File: config.mk
export PLATFORM = sky130hd
export DESIGN_NAME = bcd_updown_counter
export DESIGN_NICKNAME = d
export VERILOG_FILES = /design/src/rtl/bcd_updown_counter.sv
export SDC_FILE = /design/constraint.sdc
export NUM_CORES = 1
export LEC_CHECK = 0
export CAP_MARGIN = 25
export CORE_MARGIN = 8
export CORE_UTILIZATION = 46
export DETAILED_ROUTE_END_ITERATION = 8
export PLACE_DENSITY = 0.8
export SYNTH_ARGS = -nofsm -noshare
export SYNTH_HDL_FRONTEND = slang
export SYNTH_SLANG_ARGS = --single-unit
export TNS_END_PERCENT = 50
File: constraint.sdc
create_clock -name clk -period 2.4 [get_ports clk]
set_input_delay 0.36 -clock clk [delete_from_list [all_inputs] [get_ports clk]]
set_output_delay 0.36 -clock clk [all_outputs]
set_load 0.01 [all_outputs]
File: src/rtl/bcd_updown_counter.sv
// Multi-digit BCD up/down counter with a programmable terminal value,
// wrap or saturate at the boundary, parallel load and per-digit carry pulses.
module bcd_updown_counter #(
    parameter int DIGITS = 2,
    parameter bit WRAP   = 1'b1
) (
    input  logic                  clk,
    input  logic                  reset,
    input  logic                  en,
    input  logic                  up_down,
    input  logic                  load,
    input  logic [4*DIGITS-1:0]   load_data,
    input  logic [4*DIGITS-1:0]   limit,
    output logic [4*DIGITS-1:0]   count,
    output logic [DIGITS-1:0]     digit_carry,
    output logic                  tc,
    output logic                  load_err
);

    localparam int W = 4 * DIGITS;

    logic [W-1:0]      count_q, count_d;
    logic [DIGITS-1:0] carry_q, carry_d;
    logic              tc_q, tc_d;
    logic              err_q, err_d;

    logic [W-1:0]      eff_limit;
    logic [W-1:0]      inc_val;
    logic [W-1:0]      dec_val;
    logic [DIGITS-1:0] all9;
    logic [DIGITS-1:0] all0;
    logic              ld_ok;
    logic              run9;
    logic              run0;

    // Ripple digit by digit; all9/all0 mark digits whose whole lower run rolls.
    always_comb begin
        eff_limit = '0;
        inc_val   = '0;
        dec_val   = '0;
        all9      = '0;
        all0      = '0;
        ld_ok     = 1'b1;
        run9      = 1'b1;
        run0      = 1'b1;
        for (int i = 0; i < DIGITS; i++) begin
            if (limit[4*i +: 4] > 4'd9)
                eff_limit[4*i +: 4] = 4'd9;
            else
                eff_limit[4*i +: 4] = limit[4*i +: 4];
            if (load_data[4*i +: 4] > 4'd9)
                ld_ok = 1'b0;

            if (!run9)
                inc_val[4*i +: 4] = count_q[4*i +: 4];
            else if (count_q[4*i +: 4] == 4'd9)
                inc_val[4*i +: 4] = 4'd0;
            else
                inc_val[4*i +: 4] = count_q[4*i +: 4] + 4'd1;

            if (!run0)
                dec_val[4*i +: 4] = count_q[4*i +: 4];
            else if (count_q[4*i +: 4] == 4'd0)
                dec_val[4*i +: 4] = 4'd9;
            else
                dec_val[4*i +: 4] = count_q[4*i +: 4] - 4'd1;

            run9    = run9 && (count_q[4*i +: 4] == 4'd9);
            run0    = run0 && (count_q[4*i +: 4] == 4'd0);
            all9[i] = run9;
            all0[i] = run0;
        end
    end

    // Valid BCD compares correctly as plain binary, so no digit-wise compare.
    always_comb begin
        count_d = count_q;
        carry_d = '0;
        tc_d    = 1'b0;
        err_d   = 1'b0;
        if (load) begin
            if (!ld_ok)
                err_d = 1'b1;
            else if (load_data > eff_limit)
                count_d = eff_limit;
            else
                count_d = load_data;
        end else if (en) begin
            if (up_down) begin
                if (count_q >= eff_limit) begin
                    tc_d = 1'b1;
                    if (WRAP) begin
                        count_d = '0;
                        carry_d = all9;
                    end else begin
                        count_d = eff_limit;
                        if (count_q != eff_limit)
                            carry_d = all9;
                    end
                end else begin
                    count_d = inc_val;
                    carry_d = all9;
                end
            end else begin
                if (count_q > eff_limit) begin
                    count_d = eff_limit;
                end else if (count_q == '0) begin
                    tc_d = 1'b1;
                    if (WRAP) begin
                        count_d = eff_limit;
                        carry_d = all0;
                    end
                end else begin
                    count_d = dec_val;
                    carry_d = all0;
                end
            end
        end
    end

    always_ff @(posedge clk) begin
        if (reset) begin
            count_q <= '0;
            carry_q <= '0;
            tc_q    <= 1'b0;
            err_q   <= 1'b0;
        end else begin
            count_q <= count_d;
            carry_q <= carry_d;
            tc_q    <= tc_d;
            err_q   <= err_d;
        end
    end

    assign count       = count_q;
    assign digit_carry = carry_q;
    assign tc          = tc_q;
    assign load_err    = err_q;

endmodule

-- Yosys cells after proc, flatten, opt, wreduce, memory -nomap -nowiden
Index checks and enable logic that the tools add are counted.
Widths: inputs -> output; s select.
- mux-type cells: 25
- reductions and logical operators: 11
- bitwise logic cells: 2
- eq/ne operators: 4
- add/subtract/negate cells: 4
- order comparisons: 7
- operator list (kind ; number):
    $mux 8 ; 8
    $mux 4 ; 8
    $gt 4x4->1 const B ; 4
    $gt 8x8->1 ; 2
    $add 4x1->4 const B ; 2
    $eq 4x4->1 const B ; 2
    $ge 8x8->1 ; 1
    $logic_not 4->1 ; 2
    $logic_not 8->1 ; 1
    $sub 4x1->4 const B ; 2
    $mux 1 ; 7
    $reduce_bool 5->1 ; 1
    $mux 2 ; 2
    $ne 4x1->1 const B ; 1
    $reduce_and 4->1 ; 1
    $reduce_or 3->1 ; 1
    $logic_and 1x1->1 ; 2
    $ne 2x1->1 const B ; 1
    $not 1->1 ; 2
    $reduce_and 2->1 ; 1
    $reduce_bool 2->1 ; 1
    $reduce_or 2->1 ; 1
- logic and storage cells: 58
- register bits: 12
- output and inout bits: 12
- input port bits: 21

-- Longest topological paths before layout
Gate-level depths: netlist (run 1).
- depth after elaboration: 8
- mapped depth: 12
- mapped depth without buffers: 11

-- Least setup slack after synthesis (run 1)
No wires, ideal clock.
- path kind: input port to flip-flop
- from: input limit[3]
- to: register count_q[3], in the netlist count[3]
- buffers on the path: 0
- path slack: -29 ps
- cell stages on the path: 10
- data arrival time: 2286 ps
- library setup time: 143 ps
- path through: inv_1 -> nand2_1 -> ha_1 -> nor2b_1 -> o211ai_1 -> a211oi_1 -> nor3_2 -> mux2_1 -> a221oi_1 -> a211oi_1
- word-level cells in the longest chain between the ends: 7
- elaborated cells on any way between the ends: 13
- those cells by class: 4 x order compare; 9 x mux
- RTL lines (what ; line ; text):
    start, declared ; 13 ; input logic [4*DIGITS-1:0] limit,
    $gt 4x4->1 ; 47 ; if (limit[4*i +: 4] > 4'd9)
    $mux 4 * ; 47 ;
    $gt 8x8->1 (tied with other cells) ; 105 ; if (count_q > eff_limit) begin
    $mux 8, on equally long branches ; 105, 90 ;
    $mux 8 ; 89 ; if (up_down) begin
    $mux 8 ; 88 ; end else if (en) begin
    $mux 8 * ; 81 ; if (load) begin
    end signal, assigned ; 128 ; count_q <= count_d;
    end, declared ; 22 ; logic [W-1:0] count_q, count_d;
Mark *: on every way between the ends. The rest lies on a longest branch, timed or not. The select of a mux whose other input is x is not followed.
A chain may end at the register's enable or synchronous reset.

-- Worst setup path in the final report (run 1)
- from: input limit[4]
- to: register count_q[7], in the netlist count[7]
- word-level cells in the longest chain between the ends: 7
- elaborated cells on any way between the ends: 16
- those cells by class: 4 x order compare; 1 x eq/ne; 9 x mux; 2 x reduce/logical
- RTL lines (what ; line):
    $gt 4x4->1 ; 47
    $mux 4 * ; 47
    $gt 8x8->1 (tied with other cells) ; 105
    $mux 8, on equally long branches ; 105, 90
    $mux 8 ; 89
    $mux 8 ; 88
    $mux 8 ; 81
Marked as above.

==> results of run 1 <==
==> cell families after synthesis <==
| kind of cell | synth area share |
|---|---|
| flip-flops | 0.162 |
| multiplexers | 0.0667 |
| buffers and inverters | 0.0532 |
| XOR/XNOR | 0.00591 |
| AO/OA/AOI/OAI | 0.298 |
| AND/OR/NAND/NOR | 0.228 |
| adder cells (fa/ha/maj) | 0.186 |
==> what timing repair did <==
action / in CTS / in global routing
endpoints found under the setup margin: 11 / 10
pin swaps: 13 / 18
gates resized for setup: 29 / 36
buffers inserted: 3 / 4
==> state kept, by name, indices dropped and copies added (netlist names) <==
register	cells
count	8
digit_carry	2
load_err	1
tc	1
==> synth_stat cells, types with 2 or more instances <==
library cell,count
nor2b_1,5
ha_1,22
or3_1,2
mux2_2,6
a221oi_1,5
clkbuf_1,3
o211ai_1,2
o221a_2,2
a22oi_1,3
inv_1,15
a311oi_1,2
o21ai_0,8
nand2b_1,4
or2_1,2
nor2_1,19
o21a_1,3
dfxtp_1,12
a211oi_1,3
a41oi_1,2
o21bai_1,4
mux2i_1,2
a21oi_1,15
nand4_1,5
nand2_1,15
nand3_1,8
and3_1,2
==> worst max-delay path by stage <==
stage	startpoint	to	slack (ps)	cells past startpoint
floorplan	limit[3]	count[7]	-8	11
global placement	limit[7]	count[7]	-520	12
detailed placement	limit[7]	count[7]	-600	12
CTS	limit[1]	count[3]	-0.6	11
global route	limit[4]	count[7]	-90	11
finish	limit[4]	count[7]	-40	11
==> metrics by stage <==
| stage | std cells | area [um2] | setup slack (ps) |
|---|---|---|---|
| 2_1_floorplan | 191 | 1480 | -7.58 |
| 3_3_place_gp | 300 | 2110 | -523 |
| 3_5_place_dp | 300 | 2110 | -598 |
| 4_1_cts | 307 | 2250 | -0.587 |
| 5_1_grt | 311 | 2390 | -89.5 |
| 6_report | 311 | 2390 | -37.6 |
==> area by class of cell <==
class,instances,area [um2]
timing repair buffer,76,633
tap,44,55.1
inverter,15,58.8
clock buffer,4,36.3
fill,204,661
multi-input combinational,160,1370
sequential,12,240
==> critical path, cell delays in order <==
cell           delay [ps]
dlygate4sd2_1         240
nand2b_4              170
inv_4                  50
ha_4                  250
nand4_1               190
nor2_2                230
nor2_2                 80
or2_4                 280
o311a_4               400
a21boi_4              150
o32ai_2               240
==> per-layer routing <==
| layer | GRT usage | share of wire |
|---|---|---|
| met5 | 0 | 0 |
| met4 | 0.0489 | 0.032 |
| met3 | 0.0426 | 0.055 |
| met2 | 0.322 | 0.51 |
| met1 | 0.204 | 0.40 |
==> where the power goes <==
group          internal, uW  leakage [uW]  total, uW  switching [uW]
sequential              217     0.0000986        235            18.5
combinational           326      0.000904        642             316
clock                  92.4     0.0000210        169            76.1
==> qor.csv, run 1 <==
metric;value;unit
synth_edf_count;0;
ys_seq_elements;12;
antenna_cells;0;
drc;0;
drive_gt1_frac;0.393;
fin_nets;311;
min_path_type;in -> reg;
final_cell_mix;43 x buf_4, 23 x clkdlybuf4s50_1, 15 x nor2_1, 15 x ha_1;
htree_levels;1;
setup.worst_path.end_class;flip-flop;
dieArea;0.00529;mm2
fin_crit_sh;1.02;
hold_buffers;0;
cts_buffers;3;
hold_viol;0;
die_w;72.8;um
routabilityCongestion;0.905;
clk_transition_reported_paths;80;ps
grt_pass1_wl;7750;um
worstHoldPathCells;5;
hold_path_startpoint;limit[3];
root_buffer;clkbuf_4;
grt_pass1_vias;1735;
drt.antenna.violating_nets;0;
rows;20;
area_growth;61.5;%
cp_max_fo;6;
rr_endpoint;count[7];
clockBufferDepth;2;
post-route-min-period;2440;ps
irDropWorstVdd;304;uV
cap_violations;0;
tightest_slew;467;ps
portBuffers;32;
critPathArrivalTime;2640;ps
first_pass_iters;4;
worstSkewPairLatency;280;ps
synthTopCellsByArea;ha_1 19%, dfxtp_1 16%, a21oi_1 5.1%;
cts_sinks;12;
synth.avg_cell_area;7.76;um2
crit_required;2600;ps
rrSetupSlack;70;ps
routed_wirelength;5300;um
grt_max_degree;14;
grt.total_usage;0.179;
violations;setup timing;
criticalPathCategory;in -> reg;
holdPathEnd;count[2];
grt-ovfl-total;0;
cts_tree;yes;
via_per_inst;5.88;
setup_viol;2;
coreArea;0.00305;mm2
post-route-util;0.784;
ys.flop_type;dfxtp_1;
p_leak;0.00102;uW
synth_top_area_cell;ha_1;
timing.rr.start;count[1];
clock.fmax;410;MHz
first_iter_violations;176;
dpl.hpwl;3640;um
yosys_warnings;0;
powerDensity;437;mW/mm2
netlist_area;0.00148;mm2
total_power;1050;uW
outcome;finished with violations;
synth_top_area_frac;0.186;
async_reset_ff_frac;0;
wl_per_cell;17.0;um
grt_antenna_before_repair;0;
start_kind;input pin;
final_common_cell;buf_4;
synth_nets;234;
setup_total_negative_slack;-56.8;ps
yosysSeqAreaShare;0.162;
start_util;0.485;
drv_slew;0;
layout_setup_ws;-37.6;ps
die-height;72.8;um
r2r_cells;8;
synth_cell_type_count;46;
slew_headroom;0.688;
postSynthCellCount;191;
pin_count;33;
whs;600;ps
fin_worst_skew;0.698;ps
via_count;1828;
Note: power is estimated with default switching activity, not from simulation.
==> inputs of run 2 (changes only) <==
CAP_MARGIN = default   (was 25)
==> results of run 2 <==
Final layout, timing and power as in run 1 (identical DEF).
